## src/rtl/ps2_scancode_decoder.sv

```systemverilog
// PS/2 set-2 scancode stream decoder: parses make/break/extended prefixes and
// tracks shift, the held key, its ASCII value and a BCD press count.
module ps2_scancode_decoder #(
  parameter logic [7:0] BREAK_CODE   = 8'hF0,
  parameter logic [7:0] EXT_CODE     = 8'hE0,
  parameter bit         HOLD_DISPLAY = 1'b1
) (
  input  logic       clk,
  input  logic       rst,
  input  logic [7:0] data,
  input  logic       ready,
  output logic [7:0] key_code,
  output logic [7:0] key_ascii,
  output logic [7:0] key_count,
  output logic       key_down,
  output logic       key_ext,
  output logic       shift,
  output logic       event_valid
);

  typedef enum logic [1:0] {IDLE, EXT, BRK, EXT_BRK} state_t;

  localparam logic [7:0] LSHIFT_CODE = 8'h12;
  localparam logic [7:0] RSHIFT_CODE = 8'h59;

  state_t     state, state_next;
  logic       is_make, is_break, code_ext;
  logic       lshift, rshift;
  logic       is_shift_code, same_key;
  logic [7:0] make_ascii;

  function automatic logic [7:0] ascii_of(input logic [7:0] code, input logic upper);
    logic [7:0] a;
    case (code)
      8'h1C: a = 8'h61; 8'h32: a = 8'h62; 8'h21: a = 8'h63; 8'h23: a = 8'h64;
      8'h24: a = 8'h65; 8'h2B: a = 8'h66; 8'h34: a = 8'h67; 8'h33: a = 8'h68;
      8'h43: a = 8'h69; 8'h3B: a = 8'h6A; 8'h42: a = 8'h6B; 8'h4B: a = 8'h6C;
      8'h3A: a = 8'h6D; 8'h31: a = 8'h6E; 8'h44: a = 8'h6F; 8'h4D: a = 8'h70;
      8'h15: a = 8'h71; 8'h2D: a = 8'h72; 8'h1B: a = 8'h73; 8'h2C: a = 8'h74;
      8'h3C: a = 8'h75; 8'h2A: a = 8'h76; 8'h1D: a = 8'h77; 8'h22: a = 8'h78;
      8'h35: a = 8'h79; 8'h1A: a = 8'h7A;
      8'h45: a = 8'h30; 8'h16: a = 8'h31; 8'h1E: a = 8'h32; 8'h26: a = 8'h33;
      8'h25: a = 8'h34; 8'h2E: a = 8'h35; 8'h36: a = 8'h36; 8'h3D: a = 8'h37;
      8'h3E: a = 8'h38; 8'h46: a = 8'h39;
      8'h29: a = 8'h20;
      default: a = '0;
    endcase
    if (upper && a >= 8'h61 && a <= 8'h7A) a = a - 8'h20;
    return a;
  endfunction

  function automatic logic [7:0] bcd_inc(input logic [7:0] c);
    logic [7:0] r;
    if (c[3:0] == 4'd9) begin
      r[3:0] = 4'd0;
      r[7:4] = (c[7:4] == 4'd9) ? 4'd0 : c[7:4] + 4'd1;
    end else begin
      r[3:0] = c[3:0] + 4'd1;
      r[7:4] = c[7:4];
    end
    return r;
  endfunction

  always_ff @(posedge clk) begin
    if (rst) state <= IDLE;
    else     state <= state_next;
  end

  always_comb begin
    state_next = state;
    is_make    = 1'b0;
    is_break   = 1'b0;
    code_ext   = 1'b0;
    if (ready) begin
      case (state)
        IDLE: begin
          if (data == EXT_CODE)        state_next = EXT;
          else if (data == BREAK_CODE) state_next = BRK;
          else                         is_make = 1'b1;
        end
        EXT: begin
          if (data == BREAK_CODE) state_next = EXT_BRK;
          else if (data != EXT_CODE) begin
            is_make    = 1'b1;
            code_ext   = 1'b1;
            state_next = IDLE;
          end
        end
        BRK: begin
          if (data != BREAK_CODE && data != EXT_CODE) begin
            is_break   = 1'b1;
            state_next = IDLE;
          end
        end
        EXT_BRK: begin
          if (data != BREAK_CODE && data != EXT_CODE) begin
            is_break   = 1'b1;
            code_ext   = 1'b1;
            state_next = IDLE;
          end
        end
        default: state_next = IDLE;
      endcase
    end
  end

  always_comb begin
    is_shift_code = !code_ext && (data == LSHIFT_CODE || data == RSHIFT_CODE);
    same_key      = key_down && key_code == data && key_ext == code_ext;
    make_ascii    = code_ext ? '0 : ascii_of(data, shift);
  end

  // Shift makes/breaks never touch the displayed key; a make of the held key is a typematic repeat.
  always_ff @(posedge clk) begin
    if (rst) begin
      key_code    <= '0;
      key_ascii   <= '0;
      key_count   <= '0;
      key_down    <= 1'b0;
      key_ext     <= 1'b0;
      shift       <= 1'b0;
      lshift      <= 1'b0;
      rshift      <= 1'b0;
      event_valid <= 1'b0;
    end else begin
      event_valid <= 1'b0;
      if (is_make) begin
        if (is_shift_code) begin
          if (data == LSHIFT_CODE) lshift <= 1'b1;
          else                     rshift <= 1'b1;
          shift <= 1'b1;
        end else if (!same_key) begin
          key_code    <= data;
          key_ext     <= code_ext;
          key_ascii   <= make_ascii;
          key_down    <= 1'b1;
          key_count   <= bcd_inc(key_count);
          event_valid <= 1'b1;
        end
      end else if (is_break) begin
        if (is_shift_code) begin
          if (data == LSHIFT_CODE) begin
            lshift <= 1'b0;
            shift  <= rshift;
          end else begin
            rshift <= 1'b0;
            shift  <= lshift;
          end
        end else if (same_key) begin
          key_down    <= 1'b0;
          event_valid <= 1'b1;
          if (!HOLD_DISPLAY) begin
            key_code  <= '0;
            key_ascii <= '0;
            key_ext   <= 1'b0;
          end
        end
      end
    end
  end

endmodule

```

## config.mk

```make
export PLATFORM = sky130hd
export DESIGN_NAME = ps2_scancode_decoder
export DESIGN_NICKNAME = d
export VERILOG_FILES = /design/src/rtl/ps2_scancode_decoder.sv
export SDC_FILE = /design/constraint.sdc
export NUM_CORES = 1
export LEC_CHECK = 0
export ABC_AREA = 1
export BUFFER_PORTS_ARGS = -buffer_cell sky130_fd_sc_hd__buf_2
export CELL_PAD_IN_SITES_DETAIL_PLACEMENT = 0
export CELL_PAD_IN_SITES_GLOBAL_PLACEMENT = 2
export CORE_MARGIN = 4
export CORE_UTILIZATION = 33
export CTS_CLUSTER_DIAMETER = 120
export DETAILED_ROUTE_END_ITERATION = 12
export MAX_ROUTING_LAYER = met4
export PLACE_DENSITY_LB_ADDON = 0.1
export SYNTH_ARGS = -nofsm -noshare
export SYNTH_HDL_FRONTEND = slang
export SYNTH_SLANG_ARGS = --single-unit
```

## constraint.sdc

```tcl
create_clock -name clk -period 4.59 [get_ports clk]
set_input_delay 0 -clock clk [delete_from_list [all_inputs] [get_ports clk]]
set_output_delay 0 -clock clk [all_outputs]
set_load 0.03 [all_outputs]
```

==> results of run 1 <==
## power by group
part | internal (uW) | switching, uW
logic | 44.9 | 112
clock network | 103 | 99.0
registers | 287 | 8.39
total | 435 | 219
## worst paths after layout
path	startpoint	endpoint	slack [ps]	cells after the start
worst max-delay path	data[1]	key_count[7]	2550	17
worst min-delay path	data[6]	key_code[6]	30	3
worst max register to register	state[0]	key_count[7]	2680	10
worst min register to register	lshift	lshift	450	2
## state kept, by name, summed over array words and instances (netlist names), 2 cells and up
signal / flops
key_code: 8
state: 2
key_ascii: 8
key_count: 8
## critical path: cells and delay by family
family        cells  cell delay (ps)
simple gates     12             1250
fa+ha+maj         1              250
buf+inv           4              740
## cell families (layout without fill, tap and decap cells)
family,Yosys count,count (layout),synth area share [%]
flip-flops,32,32,25.9
XOR/XNOR,5,5,1.77
AND/OR/NAND/NOR,202,202,40.0
adder cells (fa/ha/maj),8,8,4.04
buffers and inverters,62,92,11.3
AO/OA/AOI/OAI,75,75,17.0
## cells in the final DEF, fill, tap and decap left out, types with 7 or more instances in the layout
cell     instances
a21oi_1         37
buf_2           38
dfxtp_1         32
ha_1             8
inv_1           42
nand2_1        110
nand3_1         34
nor2_1          29
o21ai_0         17
o21ai_1          7
## routing by layer
metal | global-route usage, % | vias up
met1 | 23.1 | 1130
met4 | 4.93 | 0
met3 | 3.43 | 10
li1 | - | 1314
met5 | - | -
met2 | 25.3 | 75
## cell type report
class / instances / area [um2]
Clock buffer: 6 / 72.6
Clock inverter: 1 / 5.00
Fill cell: 811 / 4480
Inverter: 47 / 181
Multi-Input combinational cell: 290 / 1560
Sequential cell: 32 / 641
Tap cell: 99 / 124
Timing Repair Buffer: 38 / 190
## metrics by stage
step                cell area [um2]  util, %  hold slack [ps]  setup WS (ps)  power, uW
CTS                            2770     38.2             15.1           2540        667
detailed placement             2690     37.1              321           2250        459
finish                         2770     38.2             27.9           2550        654
global placement               2690     37.1              322           2260        461
floorplan                      2470        -              143           2870        420
global route                   2770     38.2             23.7           2310        697
==> out/qor.csv, run 1 <==
metric,value,unit
uppermost layer routed,met4,
Starting Density,34.1,%
net count reported at finish,433,
P&R area growth vs syn,11.9,%
CP max stage delay,260,ps
worst-case vdd ir drop,0.0810,mV
Main synth FF type,dfxtp_1,
DP Wirelength,5520,um
status,"complete, no violations",
Cell variety after synth,35,
1st-pass router iterations,4,
IO Port Bufs,38,
post-layout min period,2040,ps
grt ovf,0,
CTS root buf,clkbuf_8,
Die Width,94.6,um
Yosys top cell by area,dfxtp_1,
Non-Filler Instances,513,
"Req. time, crit path",4810,ps
TritonCTS buffer count,5,
post-synthesis net count,403,
LEAKAGE,0.00129,uW
CP cell instances,"buf_2, inv_1, ha_1, inv_1, nor2_8, nand3_4, nand2_2, nor2_4, nand2_4, nand2_2, nand3_4, nand3_4, inv_4, nand3_2, nand2_1, nand2_1, nor2_1",
crit path kind,in2reg,
first-pass GRT wire length,11500,um
"EDFF count, synth",0,
RD Place Congestion,0.823,
Critical Path AT,2260,ps
hold_buf cts,0,
Relative slew margins,62.7,%
ratio of cells with drive above 1 in the final layout,17.1,%
Startpoint Class,input pin,
met1 WL,3390,um
vias in the first global route,2263,
critical path's slowest cell,inv_1,
initial DRC count,100,
share of async-settable or async-resettable flops after synthesis,0,%
met3 WL,374,um
setup TNS,0,ps
largest net degree at the start of global routing,24,
die footprint,8950,um2
"Setup violations, final",0,
synth warn,0,
H-tree levels,2,
final hold violation count,0,
Mapped Area,2470,um2
post-synthesis cell count,384,
remaining routing DRC violations,0,
Syn Area/Cell,6.44,um2
PD cells,236,nW/um2
RSZ-0062 raised after global routing,false,
all-layer global routing usage,16.9,%
CTS clock-pin slew for the worst setup and hold paths,60,ps
Seq cells post-synth,32,
diodes inserted,0,
Placed Cells incl. Taps,506,
DRT antenna net count,0,
die height,94.6,um
CP max FO,23,
Area contributors post-synth,"dfxtp_1, nand2_1, a21oi_1",
Final period util,44.3,%
PostCTS Resize Cnt,0,
Rows,31,
most common cell in the synthesized netlist,nand2_1,
worst hold path type,in2reg,
sink count of the clock tree,32,
Max Clock Skew,8.33,ps
CTS tree,done,
post-CTS setup buffers,0,
FMAX,491,MHz
WL final,6970,um
post-DR wirelength/cell,13.6,um
clk buf depth,2,
Via Count,2529,
Max Slew Vio Count,0,
antenna violations before repair,0,
met2 WL,3110,um
most frequent CP cell,nand3_4,
Max-cap violations,0,
IO Pins,39,
Via density,4.93,
sequential-to-total area share from yosys stat,25.9,%
clock latency on the worst-skew pair,280,ps
Least-Margin Pin Slew,559,ps
most instantiated cells after synthesis,"nand2_1, inv_1, a21oi_1, nand3_1, dfxtp_1",
Yosys top cell area share,25.9,%
Core Footprint,7250,um2
crit end category,register,
No activity file was read; power rests on OpenSTA's default activity.
==> inputs of run 2 (changes only) <==
--- a/config.mk
+++ b/config.mk
@@ -10,7 +10,7 @@
 export CELL_PAD_IN_SITES_DETAIL_PLACEMENT = 0
 export CELL_PAD_IN_SITES_GLOBAL_PLACEMENT = 2
 export CORE_MARGIN = 4
-export CORE_UTILIZATION = 33
+export CORE_UTILIZATION = 28
 export CTS_CLUSTER_DIAMETER = 120
 export DETAILED_ROUTE_END_ITERATION = 12
 export MAX_ROUTING_LAYER = met4
==> constraint.sdc (replaced) <==
create_clock -name clk -period 1.7 [get_ports clk]
set_input_delay 0 -clock clk [delete_from_list [all_inputs] [get_ports clk]]
set_output_delay 0 -clock clk [all_outputs]
set_load 0.03 [all_outputs]
==> run 2 against run 1 <==
Total power rose to 3.2 times the previous value. Critical path depth decreased by 7. Combinational power rose to 3.8 times the previous value. Clock skew down 1.8 ps. Core utilization is 2.2 points higher. Register-to-register slack worse by 2700 ps. Worst hold slack got worse by 4.9 ps.
==> out/qor.csv, run 2 (synthesis gave the netlist of run 1 again) <==
metric,value,unit
status,"complete, no violations",
worst hold path type,in2reg,
net count reported at finish,506,
worst-case vdd ir drop,0.330,mV
die footprint,10400,um2
crit path kind,reg2reg,
Flop pwr share,37.7,%
dpl ws,-222,ps
remaining routing DRC violations,0,
Max Slew Vio Count,0,
all-layer global routing usage,16.6,%
Startpoint Class,register,
Logic pwr share,27.8,%
CTS clock-pin slew for the worst setup and hold paths,70,ps
Cell Int Power,1450,uW
"commonest cells after routing, fill and taps aside","nand2_1, buf_4, buf_2",
clock latency on the worst-skew pair,290,ps
largest net degree at the start of global routing,19,
PD cells,605,nW/um2
hold_buf cts,0,
WL final,8090,um
final hold violation count,0,
"most common cell after layout, fill and taps aside",nand2_1,
IO Pins,39,
sink count of the clock tree,32,
NetSw,669,uW
Final WS setup,14.7,ps
biggest regs,"key_ascii (8), key_code (8), key_count (8)",
grt ovf,0,
Design Power,2120,uW
DP Wirelength,6600,um
clk buf depth,2,
CTS tree,done,
placed cell area,3270,um2
post-layout min period,1690,ps
FMAX,593,MHz
P&R area growth vs syn,41.7,%
setup TNS,0,ps
antenna violations before repair,0,
ratio of cells with drive above 1 in the final layout,37.1,%
Starting Density,28.5,%
first-pass GRT wire length,13400,um
Least-Margin Pin Slew,545,ps
"Setup violations, final",0,
LEAKAGE,0.00169,uW
Critical Path AT,1900,ps
Sw Share,31.5,%
share of total power in the clock network,34.5,%
Max-cap violations,0,
vias in the first global route,2725,
Die Width,102,um
H-tree levels,2,
Max Clock Skew,6.57,ps
Rows,34,
RD Place Congestion,0.908,
initial DRC count,135,
diodes inserted,0,
"Req. time, crit path",1920,ps
TritonCTS buffer count,5,
"final std cell area, no fill",3510,um2
Via Count,2801,
Via density,4.70,
1st-pass router iterations,4,
IO Port Bufs,38,
crit end category,register,
CTS root buf,clkbuf_8,
Hold Worst Slack,23.1,ps
Core Footprint,8680,um2
Relative slew margins,63.6,%
RSZ-0062 raised after global routing,true,
die height,102,um
post-DR wirelength/cell,13.6,um
Final period util,99.1,%
DRT antenna net count,0,
CP max FO,8,
## run 2: cell types whose count changed in the layout (fill, tap and decap cells not counted), sizes merged
| cell | before | now |
|---|---|---|
| clkinvlp | 0 | 2 |
| inv | 47 | 45 |
| bufinv | 0 | 1 |
| buf | 38 | 111 |
## run 2: layout make-up
type | instances | area [um2]
tap | 108 | 135
inverter | 47 | 191
clock inverter | 2 | 35.0
fill | 949 | 5170
sequential | 32 | 649
multi-input combinational | 290 | 1650
clock buffer | 6 | 72.6
timing repair buffer | 111 | 774
## run 2: worst max-delay path, stage by stage, from the launching register on
cell and delay [ps]:
dfxtp_2 340, o22ai_1 160, nor2_1 70, nand3_1 90, nor2_2 50, buf_6 120
nand3_4 60, nand3_4 140, nor2_4 270, nand4_1 160, a21oi_2 140
## run 2: path summary, 6_finish.rpt
kind	startpoint	endpoint	slack (ps)	cells after the start
hold reg to reg	rshift	rshift	450	2
setup reg to reg	key_code[0]	key_ascii[7]	10	10
hold / removal	data[6]	key_code[6]	20	3
setup / recovery	key_code[0]	key_ascii[7]	10	10
## run 2: repair_timing
item,CTS,global route
setup endpoints to repair,14,23
gates resized for setup,5,36
buffers inserted,0,2
pin swaps,5,14
## run 2: metrics by stage
step | std cells | util, %
2_1_floorplan | 384 | -
6_report | 596 | 40.4
3_3_place_gp | 586 | 37.7
3_5_place_dp | 586 | 37.7
4_1_cts | 594 | 39.1
5_1_grt | 596 | 40.4
## run 2: metal layers
layer  track usage, %  share of wire, %
met1             22.8                48
met2             25.6                46
met3             2.59               5.2
met4             3.83              0.68
met5                -                 0
## run 2: power by group through the flow
stage	Sequential (uW)	Combinational, uW	Clock (uW)
6_report	801	590	731
5_1_grt	804	655	798
4_1_cts	797	567	766
3_5_place_dp	813	563	0
3_3_place_gp	812	566	0
2_1_floorplan	861	274	0
